[config.mk]
export PLATFORM = sky130hd
export DESIGN_NAME = rv32_core_sequencer_flat
export DESIGN_NICKNAME = d
export VERILOG_FILES = /design/src/rtl/rv32_core_sequencer_pkg.sv /design/src/rtl/rv32_core_sequencer_if.sv /design/src/rtl/rv32_bus_timeout.sv /design/src/rtl/rv32_core_sequencer.sv /design/src/flat_wrapper.sv
export SDC_FILE = /design/constraint.sdc
export NUM_CORES = 1
export LEC_CHECK = 0
export CORE_ASPECT_RATIO = 1.25
export CORE_UTILIZATION = 40
export DETAILED_ROUTE_END_ITERATION = 8
export GPL_TIMING_DRIVEN = 0
export HOLD_SLACK_MARGIN = 0.05
export PLACE_DENSITY = 0.8
export SYNTH_ARGS = -nofsm -noshare
export SYNTH_HDL_FRONTEND = slang
export SYNTH_HIERARCHICAL = 1
export SYNTH_SLANG_ARGS = --single-unit
export TNS_END_PERCENT = 20
[constraint.sdc]
create_clock -name clk -period 3.7 [get_ports clk]
set_input_delay 0.74 -clock clk [delete_from_list [all_inputs] [get_ports clk]]
set_output_delay 0.74 -clock clk [all_outputs]
set_load 0.01 [all_outputs]
[src/rtl/rv32_core_sequencer_pkg.sv]
// Shared types for the rv32 multi-cycle sequencer: FSM states, mcause codes,
// latched decoder controls and small PC helpers.
package rv32_core_sequencer_pkg;

  localparam int API_DATA_WIDTH = 32;

  typedef logic [API_DATA_WIDTH-1:0] word_t;

  typedef enum logic [2:0] {
    ST_RESET,
    ST_FETCH,
    ST_DECODE,
    ST_EXECUTE,
    ST_MEM,
    ST_WB,
    ST_TRAP
  } seq_state_e;

  // Machine-mode mcause exception codes raised by the sequencer.
  typedef enum logic [3:0] {
    CAUSE_INSTR_MISALIGNED = 4'd0,
    CAUSE_INSTR_ACCESS     = 4'd1,
    CAUSE_ILLEGAL_INSTR    = 4'd2,
    CAUSE_BREAKPOINT       = 4'd3,
    CAUSE_LOAD_ACCESS      = 4'd5,
    CAUSE_STORE_ACCESS     = 4'd7,
    CAUSE_ECALL_M          = 4'd11
  } trap_cause_e;

  typedef struct packed {
    logic mem_w;
    logic reg_w;
    logic is_lsu;
  } ctrl_t;

  function automatic word_t next_pc(input word_t pc);
    return pc + word_t'(4);
  endfunction

  function automatic logic is_misaligned(input word_t addr);
    return addr[1:0] != 2'b00;
  endfunction

endpackage

[src/rtl/rv32_core_sequencer_if.sv]
// Instruction and data bus handshakes between the sequencer (master) and the
// memory side (slave). Signal suffixes are from the sequencer's point of view.
interface rv32_core_sequencer_if;
  import rv32_core_sequencer_pkg::*;

  logic  imem_req_o;
  word_t imem_addr_o;
  logic  imem_ack_i;
  word_t imem_rdata_i;
  logic  dmem_req_o;
  logic  dmem_we_o;
  logic  dmem_ack_i;

  modport master (
    output imem_req_o, imem_addr_o, dmem_req_o, dmem_we_o,
    input  imem_ack_i, imem_rdata_i, dmem_ack_i
  );

  modport slave (
    input  imem_req_o, imem_addr_o, dmem_req_o, dmem_we_o,
    output imem_ack_i, imem_rdata_i, dmem_ack_i
  );

endinterface

[src/rtl/rv32_bus_timeout.sv]
// Loadable down-counter that flags a bus access fault after CYCLES waiting
// cycles; CYCLES = 0 disables the expire output.
module rv32_bus_timeout #(
  parameter int unsigned CYCLES = 16
) (
  input  logic clk,
  input  logic rst,
  input  logic clear_i,
  input  logic load_i,
  input  logic count_en_i,
  output logic expired_o
);

  localparam int unsigned LOAD_VAL = (CYCLES == 0) ? 0 : CYCLES - 1;
  localparam int unsigned CNT_W    = (LOAD_VAL > 1) ? $clog2(LOAD_VAL + 1) : 1;

  logic [CNT_W-1:0] cnt_q, cnt_d;

  always_comb begin
    // NOTE: every combinational output gets a default first so no path leaves it unassigned (no latch).
    cnt_d = cnt_q;
    if (load_i) begin
      cnt_d = CNT_W'(LOAD_VAL);
    end else if (clear_i) begin
      cnt_d = '0;
    end else if (count_en_i && (cnt_q != '0)) begin
      cnt_d = cnt_q - CNT_W'(1);
    end
  end

  // NOTE: state registers use non-blocking assignments so all flops update together at the edge.
  always_ff @(posedge clk) begin
    if (rst) begin
      cnt_q <= '0;
    end else begin
      cnt_q <= cnt_d;
    end
  end

  // The counter reaches zero in the last allowed waiting cycle.
  assign expired_o = (CYCLES != 0) && count_en_i && (cnt_q == '0);

endmodule

[src/rtl/rv32_core_sequencer.sv]
// Multi-cycle control FSM for an rv32im core: fetch, decode, execute, memory,
// writeback and machine traps, with registered Moore strobes.
module rv32_core_sequencer
  import rv32_core_sequencer_pkg::*;
#(
  parameter word_t       RESET_PC       = 32'h0000_0000,
  parameter word_t       TRAP_VECTOR    = 32'h0000_0100,
  parameter int unsigned TIMEOUT_CYCLES = 16
) (
  input  logic                        clk,
  input  logic                        rst,
  rv32_core_sequencer_if.master       bus,
  output word_t                       instr_o,
  input  logic                        illegal_i,
  input  logic                        ecall_i,
  input  logic                        ebreak_i,
  input  logic                        is_lsu_i,
  input  logic                        mem_w_i,
  input  logic                        reg_w_i,
  input  logic                        branch_taken_i,
  input  word_t                       branch_target_i,
  output logic                        ex_en_o,
  output logic                        rf_we_o,
  output word_t                       pc_o,
  output logic                        trap_o,
  output logic [3:0]                  trap_cause_o,
  output word_t                       trap_pc_o
);

  seq_state_e  state_q, state_d;
  word_t       pc_q, pc_d;
  word_t       instr_q, instr_d;
  ctrl_t       ctrl_q, ctrl_d;
  logic        br_taken_q, br_taken_d;
  word_t       br_target_q, br_target_d;
  trap_cause_e trap_cause_q, trap_cause_d;
  word_t       trap_pc_q, trap_pc_d;

  logic imem_req_q, ex_en_q, dmem_req_q, dmem_we_q, rf_we_q, trap_q;

  logic tmo_load, tmo_clear, tmo_count, tmo_expired;

  // One timer serves both wait states; it restarts on every state change.
  assign tmo_load  = ((state_d == ST_FETCH) || (state_d == ST_MEM)) && (state_d != state_q);
  assign tmo_clear = (state_d != state_q) && !tmo_load;
  assign tmo_count = (state_q == ST_FETCH) || (state_q == ST_MEM);

  rv32_bus_timeout #(
    .CYCLES (TIMEOUT_CYCLES)
  ) u_timeout (
    .clk        (clk),
    .rst        (rst),
    .clear_i    (tmo_clear),
    .load_i     (tmo_load),
    .count_en_i (tmo_count),
    .expired_o  (tmo_expired)
  );

  always_comb begin
    state_d      = state_q;
    pc_d         = pc_q;
    instr_d      = instr_q;
    ctrl_d       = ctrl_q;
    br_taken_d   = br_taken_q;
    br_target_d  = br_target_q;
    trap_cause_d = trap_cause_q;
    trap_pc_d    = trap_pc_q;

    unique case (state_q)
      ST_RESET: state_d = ST_FETCH;

      ST_FETCH: begin
        // An ack in the expiring cycle still completes the fetch.
        if (bus.imem_ack_i) begin
          instr_d = bus.imem_rdata_i;
          state_d = ST_DECODE;
        end else if (tmo_expired) begin
          trap_cause_d = CAUSE_INSTR_ACCESS;
          state_d      = ST_TRAP;
        end
      end

      ST_DECODE: begin
        ctrl_d.mem_w  = mem_w_i;
        ctrl_d.reg_w  = reg_w_i;
        ctrl_d.is_lsu = is_lsu_i;
        if (illegal_i) begin
          trap_cause_d = CAUSE_ILLEGAL_INSTR;
          state_d      = ST_TRAP;
        end else if (ebreak_i) begin
          trap_cause_d = CAUSE_BREAKPOINT;
          state_d      = ST_TRAP;
        end else if (ecall_i) begin
          trap_cause_d = CAUSE_ECALL_M;
          state_d      = ST_TRAP;
        end else begin
          state_d = ST_EXECUTE;
        end
      end

      ST_EXECUTE: begin
        br_taken_d  = branch_taken_i;
        br_target_d = branch_target_i;
        if (branch_taken_i && is_misaligned(branch_target_i)) begin
          trap_cause_d = CAUSE_INSTR_MISALIGNED;
          state_d      = ST_TRAP;
        end else begin
          state_d = ctrl_q.is_lsu ? ST_MEM : ST_WB;
        end
      end

      ST_MEM: begin
        if (bus.dmem_ack_i) begin
          state_d = ST_WB;
        end else if (tmo_expired) begin
          trap_cause_d = ctrl_q.mem_w ? CAUSE_STORE_ACCESS : CAUSE_LOAD_ACCESS;
          state_d      = ST_TRAP;
        end
      end

      ST_WB: begin
        pc_d    = br_taken_q ? br_target_q : next_pc(pc_q);
        state_d = ST_FETCH;
      end

      ST_TRAP: begin
        pc_d    = TRAP_VECTOR;
        state_d = ST_FETCH;
      end

      default: state_d = ST_RESET;
    endcase

    // The faulting PC is captured on entry so it is visible with the trap pulse.
    if (state_d == ST_TRAP) begin
      trap_pc_d = pc_q;
    end
  end

  always_ff @(posedge clk) begin
    if (rst) begin
      state_q      <= ST_RESET;
      pc_q         <= RESET_PC;
      instr_q      <= '0;
      ctrl_q       <= '0;
      br_taken_q   <= 1'b0;
      br_target_q  <= '0;
      trap_cause_q <= CAUSE_INSTR_MISALIGNED;
      trap_pc_q    <= '0;
      imem_req_q   <= 1'b0;
      ex_en_q      <= 1'b0;
      dmem_req_q   <= 1'b0;
      dmem_we_q    <= 1'b0;
      rf_we_q      <= 1'b0;
      trap_q       <= 1'b0;
    end else begin
      state_q      <= state_d;
      pc_q         <= pc_d;
      instr_q      <= instr_d;
      ctrl_q       <= ctrl_d;
      br_taken_q   <= br_taken_d;
      br_target_q  <= br_target_d;
      trap_cause_q <= trap_cause_d;
      trap_pc_q    <= trap_pc_d;
      // Strobes are decoded from the next state so they line up with state_q.
      imem_req_q   <= (state_d == ST_FETCH);
      ex_en_q      <= (state_d == ST_EXECUTE);
      dmem_req_q   <= (state_d == ST_MEM);
      dmem_we_q    <= (state_d == ST_MEM) && ctrl_d.mem_w;
      rf_we_q      <= (state_d == ST_WB) && ctrl_d.reg_w;
      trap_q       <= (state_d == ST_TRAP);
    end
  end

  assign bus.imem_req_o  = imem_req_q;
  assign bus.imem_addr_o = pc_q;
  assign bus.dmem_req_o  = dmem_req_q;
  assign bus.dmem_we_o   = dmem_we_q;
  assign instr_o         = instr_q;
  assign ex_en_o         = ex_en_q;
  assign rf_we_o         = rf_we_q;
  assign pc_o            = pc_q;
  assign trap_o          = trap_q;
  assign trap_cause_o    = trap_cause_q;
  assign trap_pc_o       = trap_pc_q;

endmodule
[src/flat_wrapper.sv]
// flat-port wrapper written by rule: the top's interface ports become plain ports
module rv32_core_sequencer_flat import rv32_core_sequencer_pkg::*;
#(
  parameter word_t       RESET_PC       = 32'h0000_0000,
  parameter word_t       TRAP_VECTOR    = 32'h0000_0100,
  parameter int unsigned TIMEOUT_CYCLES = 16
)
  (clk, rst, instr_o, illegal_i, ecall_i, ebreak_i, is_lsu_i, mem_w_i, reg_w_i, branch_taken_i, branch_target_i, ex_en_o, rf_we_o, pc_o, trap_o, trap_cause_o, trap_pc_o, bus_imem_req_o, bus_imem_addr_o, bus_dmem_req_o, bus_dmem_we_o, bus_imem_ack_i, bus_imem_rdata_i, bus_dmem_ack_i);
  rv32_core_sequencer_if bus_i ();
  input  logic clk;
  input  logic rst;
  output word_t instr_o;
  input  logic illegal_i;
  input  logic ecall_i;
  input  logic ebreak_i;
  input  logic is_lsu_i;
  input  logic mem_w_i;
  input  logic reg_w_i;
  input  logic branch_taken_i;
  input  word_t branch_target_i;
  output logic ex_en_o;
  output logic rf_we_o;
  output word_t pc_o;
  output logic trap_o;
  output logic [3:0] trap_cause_o;
  output word_t trap_pc_o;
  output wire logic [$bits(bus_i.imem_req_o)-1:0] bus_imem_req_o;
  output wire logic [$bits(bus_i.imem_addr_o)-1:0] bus_imem_addr_o;
  output wire logic [$bits(bus_i.dmem_req_o)-1:0] bus_dmem_req_o;
  output wire logic [$bits(bus_i.dmem_we_o)-1:0] bus_dmem_we_o;
  input wire logic [$bits(bus_i.imem_ack_i)-1:0] bus_imem_ack_i;
  input wire logic [$bits(bus_i.imem_rdata_i)-1:0] bus_imem_rdata_i;
  input wire logic [$bits(bus_i.dmem_ack_i)-1:0] bus_dmem_ack_i;
  assign bus_imem_req_o = bus_i.imem_req_o;
  assign bus_imem_addr_o = bus_i.imem_addr_o;
  assign bus_dmem_req_o = bus_i.dmem_req_o;
  assign bus_dmem_we_o = bus_i.dmem_we_o;
  assign bus_i.imem_ack_i = bus_imem_ack_i;
  assign bus_i.imem_rdata_i = bus_imem_rdata_i;
  assign bus_i.dmem_ack_i = bus_dmem_ack_i;
  rv32_core_sequencer #(.RESET_PC(RESET_PC), .TRAP_VECTOR(TRAP_VECTOR), .TIMEOUT_CYCLES(TIMEOUT_CYCLES)) u_core (.clk(clk), .rst(rst), .bus(bus_i), .instr_o(instr_o), .illegal_i(illegal_i), .ecall_i(ecall_i), .ebreak_i(ebreak_i), .is_lsu_i(is_lsu_i), .mem_w_i(mem_w_i), .reg_w_i(reg_w_i), .branch_taken_i(branch_taken_i), .branch_target_i(branch_target_i), .ex_en_o(ex_en_o), .rf_we_o(rf_we_o), .pc_o(pc_o), .trap_o(trap_o), .trap_cause_o(trap_cause_o), .trap_pc_o(trap_pc_o));
endmodule
# == Yosys cells after proc, flatten, opt, wreduce, memory -nomap -nowiden ==
# Cells that the tools add are included.
# word_totals
regBits,149
in_bits,75
out_inout_bits,138
# op_classes
add_sub_neg,2
n_eq_ne,18
mux,25
reduce_logical,20
# op_table
cell,n
$pmux 32 s2,1
$mux 4,11
$add 32x3->32 const B,1
$mux 32,1
$mux 3,8
$eq 3x3->1 const B,6
$pmux 4 s4,1
$pmux 3 s5,1
$eq 3x2->1 const B,3
$reduce_bool 4->1,2
$logic_and 1x1->1,7
$reduce_and 7->1,1
$eq 3x1->1 const B,2
$ne 2x1->1 const B,3
$logic_not 4->1,1
$ne 2x2->1 const B,2
$ne 4x4->1 const B,1
$reduce_bool 2->1,2
$sub 4x1->4 const B,1
$logic_not 3->1,1
$ne 3x3->1,1
$reduce_bool 3->1,1
$reduce_or 3->1,1
$logic_or 1x1->1,2
other kinds (4),4

# == Longest topological paths before layout ==
# depth
ltp_word,13
ltp_mapped,12
depth_no_buf,12

# == Hierarchy ==
# Netlist, hierarchy kept.
# by_module_without_submodules
module,n_inst,cells_each,area_each_um2
rv32_core_sequencer,1,763,6313.6
rv32_bus_timeout,1,29,256.5

# == Least setup slack after synthesis ==
# OpenSTA, ideal clock, no wires.
# synth_path
kind,flip-flop to flip-flop
startpoint,reg u_core.state_q[1]
endpoint,reg u_core.u_timeout.cnt_q[2]
setup_ns,0.070
arrival_time_ns,2.673
path_slack_ns,0.957
stages_incl_launch_ff,11
n_path_buf,1
period_less_slack_ns,2.743
cell_sequence,dfxtp_1 > clkbuf_1 > a21oi_1 > and3b_1 > nor2_1 > nor2_1 > o311ai_1 > xnor2_1 > nand2_1 > or4_1 > a21oi_1
# synth_between
elab_chain_len,13
word_cells_on_any_way,25
classes_between,eq/ne (9); mux (6); reduce/logical (10)
# synth_rtl
item,line_no,text
start: declaration,rv32_core_sequencer.sv:30,"seq_state_e state_q, state_d;"
start signal: assignment,rv32_core_sequencer.sv:157,state_q <= state_d;
$eq 3x1->1 / $eq 3x3->1 (equally long branches),rv32_core_sequencer.sv:46,assign tmo_count = (state_q == ST_FETCH) || (state_q == ST_MEM);
$logic_or 1x1->1 *,rv32_core_sequencer.sv:46,
via u_core.tmo_count,rv32_core_sequencer.sv:41,"logic tmo_load, tmo_clear, tmo_count, tmo_expired;"
$logic_and 1x1->1 *,rv32_bus_timeout.sv:41,assign expired_o = (CYCLES != 0) && count_en_i && (cnt_q == '0);
via u_core.tmo_expired,rv32_core_sequencer.sv:41,
$mux 3 *,"rv32_core_sequencer.sv:77, rv32_core_sequencer.sv:115",
$mux 3 (on tied branches),"rv32_core_sequencer.sv:113, rv32_core_sequencer.sv:74",
$pmux 3 s5 *,rv32_core_sequencer.sv:69,unique case (state_q)
$eq 3x1->1 / $eq 3x3->1 (equally long branches),rv32_core_sequencer.sv:44,assign tmo_load = ((state_d == ST_FETCH) || (state_d == ST_MEM)) && (state_d != state_q);
$logic_or 1x1->1,rv32_core_sequencer.sv:44,
$logic_and 1x1->1,rv32_core_sequencer.sv:44,
$logic_not 1->1,rv32_core_sequencer.sv:45,assign tmo_clear = (state_d != state_q) && !tmo_load;
$logic_and 1x1->1 *,rv32_core_sequencer.sv:45,
via u_core.tmo_clear,rv32_core_sequencer.sv:41,
$mux 4,rv32_bus_timeout.sv:24,end else if (clear_i) begin
$mux 4,rv32_bus_timeout.sv:22,if (load_i) begin
end signal: assignment,rv32_bus_timeout.sv:36,cnt_q <= cnt_d;
end: declaration,rv32_bus_timeout.sv:17,"logic [CNT_W-1:0] cnt_q, cnt_d;"
# Mark *: on every way through the listed nets, which the timed path passes. The rest lies on a longest branch.
# A chain may end at the register's enable or synchronous reset.

# == Worst setup path in the final report ==
# Ends and elaborated chain as after synthesis.

==> run summary <==
The number of vias per cell after detailed routing is around 5.2. The growth of design area from synthesis to finish is 45.6%. After detailed routing, the average wire length per cell comes to 15.7 um. The final weighted congestion in routability-driven placement came out at 0.898. Setup violations remaining at the end of the flow were counted as 0. After the last flow step, the layout net total stands at 1101. The post-synthesis compound-gate area fraction is 14.8%. The initial antenna violation count is 0. The number of failing hold endpoints at the final stage is 0. The number of hold buffers added after CTS was 0. The end point of the worst hold path is u_core/instr_o[2]$_SDFFE_PP0P_. The total inserted antenna cells is 0.

By area, the combinational part of the netlist is dominated by simple AND/OR/NAND/NOR gates. The clock tree synthesis step divided the H-tree into 4 levels. The total I/O pin count is 213. Of the post-synthesis cell area, the part taken by muxes is 6.09%. The filler cell count in the final layout is approximately 1500. The number of synthesized flops with an enable pin came out at 0. The detailed-router iteration count before antenna repair came out at 5.

The cell leakage power is 0.00353 uW. Of all nets on the critical path, the largest fanout is 10. The share of the synthesized netlist area taken by xor and xnor gates is 2.93%. The flip-flop and latch count after synthesis came out at approximately 150. The vertical die dimension is 145 um.

After clock tree synthesis, the clock-pin slew on the worst setup and hold paths is 0.06 ns. STA puts the critical path data required time at 4.05 ns. In the post-route analysis, the smallest setup slack over all paths is 0.374 ns. The adder and majority gate portion of the synthesized area came out at 0.571%. TritonCTS built the clock tree. Detailed placement finished with a half-perimeter wire length of 14500 um. The maximum clock frequency is 0.301 GHz. Gates resized during post-CTS repair numbered 0. The global-route wire length before repair is 30700 um.

CTS placed an instance of sky130_fd_sc_hd__clkbuf_16 at the clock tree root. The buffer depth of the longest clock path is 2. The die width came out at 117 um.

OpenSTA, run right after detailed placement, puts the worst setup slack at 0.366 ns. The total global-route track usage came out at about a quarter. The vias after detailed routing came out at 6465. Walking the worst path, the cells encountered are clkbuf_1, a21oi_1, and3b_1, nor2_1, nor2_1, o311ai_1, xnor2_1, nand2_1, or4_1, a21oi_1. In this run the critical register-to-register path is launched from u_core/state_q[1]$_SDFF_PP0_. The kind of path behind the tightest hold check is reg2reg. The number of buffers inserted by port buffering came out at ~210. Buffers added to address setup during post-CTS repair amount to 0. The time the final worst path needs with I/O delays and setup is 3.33 ns. In this run the critical register-to-register path is captured at u_core/u_timeout/cnt_q[2]$_SDFFE_PP0P_. The worst reg2reg path depth came out at 10. Among all stages on the critical path, the largest delay is contributed by sky130_fd_sc_hd__o311ai_1. The overall overflow remaining after global route is 0. The most used flip-flop cell after synthesis is sky130_fd_sc_hd__dfxtp_1. The unique cell type count in the Yosys netlist came out at 63. The area used by sequential logic in the layout came out at 2980 sq um. The worst pin sits at a relative slew slack of 47.2%. In this design, the stage delay of the slowest critical-path cell is 0.69 ns. The starting DRC count in detailed routing came out at 434. STA classifies the critical path endpoint as a flop. Data on the critical path arrives at its endpoint at 3.68 ns. The area occupied by multi-input gates came out at between 3000 and 4000 sq um. The post-layout total power is 4490 uW. The insertion delay of the later-clocked pin in the worst-skew pair came out at approximately 0.42 ns. Wires add up to just under 20000 um. The worst hold path was traced through 2 stages. The largest net degree at the start of global routing came out at 17. The number of nets still failing antenna checks after routing is 0.

Of the cells placed in the final design, the portion with a size suffix greater than 1 is 8.03%. The instance count of the mapped netlist is 792. The initial utilization of the core area, before any placement, comes to 40.7%. Summed over all failing endpoints, the final setup total negative slack is 0 ns. In this run the most critical hold path is launched from u_core/instr_o[2]$_SDFFE_PP0P_. Clock tree synthesis found a total of about 150 sinks. Averaged over all synthesized cells, the footprint is between 8 and 9 sq um. The flow ran to the end, and the final reports show no timing, DRC or antenna violations. Dividing total power by cell area gives a power density of between 400 and 500 nW/um^2. In the routed design, unresolved DRC markers number 0.

Counting every net in the synthesized netlist gives 870. The number of synthesis warnings came out at 6. The largest voltage drop on the vdd net came out at a little under 0.0003 V.

The sequential cell area fraction in the yosys report came out at 45.4%. The slew at the pin closest to its max-slew limit is 0.780 ns. The overall die area came out at 16900 sq um. The final core area utilization came out at 59.3%. The classification of the worst setup path is reg2reg. The synthesized netlist devotes 22.5% of its cell area to simple gates. The cell area that synthesis handed to floorplanning was 6570 sq um. The startpoint type of the worst setup path is a flop. The largest delay contributor family on the critical path is simple AND/OR/NAND/NOR gates. The via count of the first global-routing pass came to 6099.

The final cycle utilization of the critical path came out at 89.9%. The final clock skew is 0.00537 ns. Setup repair after global routing left no endpoint under its margin. The floorplan step defined a core boundary enclosing 16100 sq um.

The post-synthesis async set-or-reset flop share is 0%. The final max-slew violation count came out at 0. The sum of buffers and inverters on the critical path came out at 1.

The number of max-cap violations is 0. For flop-to-flop paths, the worst setup slack is around 0.37 ns. The site row count came out at 52. For this run, the number of standard cells in the final layout without fillers is 1250. Buffers inserted during clock tree synthesis total 17. The number of placed instances with taps included came out at 1220.
==> cell type report <==
cell class / instances / area share (%)
clock inverter: 10 / 1.64
timing repair buffer: 212 / 22.2
sequential: 149 / 31.2
inverter: 13 / 0.510
tap: 216 / 2.83
clock buffer: 20 / 4.67
multi-input combinational: 548 / 32.2
buffer: 82 / 4.77
==> worst max-delay path by stage <==
stage,from,slack [ns],cells after the start,end
floorplan,u_core/state_q[1]$_SDFF_PP0_,0.96,10,u_core/u_timeout/cnt_q[2]$_SDFFE_PP0P_
global placement,rst,0.37,5,u_core/bus.imem_addr_o[7]$_SDFFE_PP0P_
detailed placement,rst,0.37,5,u_core/instr_o[0]$_SDFFE_PP0P_
CTS,u_core/state_q[1]$_SDFF_PP0_,0.42,10,u_core/u_timeout/cnt_q[2]$_SDFFE_PP0P_
global route,u_core/state_q[1]$_SDFF_PP0_,0.04,10,u_core/u_timeout/cnt_q[2]$_SDFFE_PP0P_
finish,u_core/state_q[1]$_SDFF_PP0_,0.37,10,u_core/u_timeout/cnt_q[2]$_SDFFE_PP0P_
==> worst min-delay path, delay by kind of cell, from the launching register on <==
family             cells  cell delay [ns]
AOI/OAI and AO/OA      1             0.05
DFF                    1             0.31
and+or+nand+nor        1             0.05
==> layer usage <==
metal / global-route usage (%) / vias up / part of all wire (%)
li1: - / 3137 / -
met1: 26.7 / 3041 / 39
met2: 40.9 / 249 / 52
met3: 6.56 / 38 / 7.0
met4: 8.92 / 0 / 2.3
met5: 0 / - / 0
==> per-stage QoR <==
| stage | area, sq um | hold WS [ns] |
|---|---|---|
| floorplan | 6570 | 0.431 |
| global placement | 8960 | 0.439 |
| detailed placement | 8960 | 0.443 |
| CTS | 9570 | 0.451 |
| global route | 9570 | 0.472 |
| finish | 9570 | 0.452 |
==> power by group <==
part | switching, uW | internal (uW)
Sequential | 70.0 | 1710
Combinational | 517 | 409
Clock | 648 | 1130
==> state kept, by name (all words and copies together), names as in the netlist, 3 cells and up <==
signal and count:
u_core/br_target_q 32, u_core/bus.imem_addr_o 32, u_core/instr_o 32, u_core/trap_pc_o 32
u_core/trap_cause_o 4, u_core/u_timeout/cnt_q 4, u_core/ctrl_q 3, u_core/state_q 3
==> cell families after synthesis <==
logic type	count (synthesis)
buffers and inverters	95
muxes	40
xor gates and xnor gates	22
AOI/OAI and AO/OA	165
and+or+nand+nor	318
adders and majority gates	3
DFF	149
==> layout by cell type, fill, tap and decap left out, types with 5 or more instances in the layout <==
cell type / count
sky130_fd_sc_hd__xor2_1: 6
sky130_fd_sc_hd__nor3_1: 14
sky130_fd_sc_hd__nor2_1: 68
sky130_fd_sc_hd__nand2b_1: 6
sky130_fd_sc_hd__mux2i_1: 40
sky130_fd_sc_hd__dfxtp_1: 149
sky130_fd_sc_hd__nor4_1: 5
sky130_fd_sc_hd__nand4_1: 7
sky130_fd_sc_hd__xnor2_1: 16
sky130_fd_sc_hd__clkbuf_1: 45
sky130_fd_sc_hd__nand2_1: 157
sky130_fd_sc_hd__o21ai_0: 35
sky130_fd_sc_hd__clkbuf_16: 17
sky130_fd_sc_hd__clkdlybuf4s50_1: 212
sky130_fd_sc_hd__a21oi_1: 80
sky130_fd_sc_hd__buf_4: 35
sky130_fd_sc_hd__inv_1: 13
sky130_fd_sc_hd__a22oi_1: 21
sky130_fd_sc_hd__nand3_1: 20
==> Yosys cell counts, drive strengths merged (2+ instances only) <==
cell type	count	area, sq um
nor4b	3	26.3
nand3b	3	22.5
nand2b	6	37.5
and3	4	25.0
and3b	2	17.5
nand4	8	56.3
o22ai	5	43.8
nor2b	4	25.0
nand3	20	100
dfxtp	149	2980
nor4	8	86.3
mux2i	40	400
or4	2	15.0
or3	3	18.8
and2	3	18.8
or2	3	18.8
nand2	157	589
nor3b	2	15.0
nor2	68	255
inv	13	48.8
buf	39	295
o21ai	39	195
ha	3	37.5
o211ai	2	15.0
clkbuf	43	161
a21oi	80	400
nor3	15	80.1
a22oi	21	158
xor2	6	52.6
xnor2	16	140
or4b	2	23.8
Power figures use the tool's default switching activity.
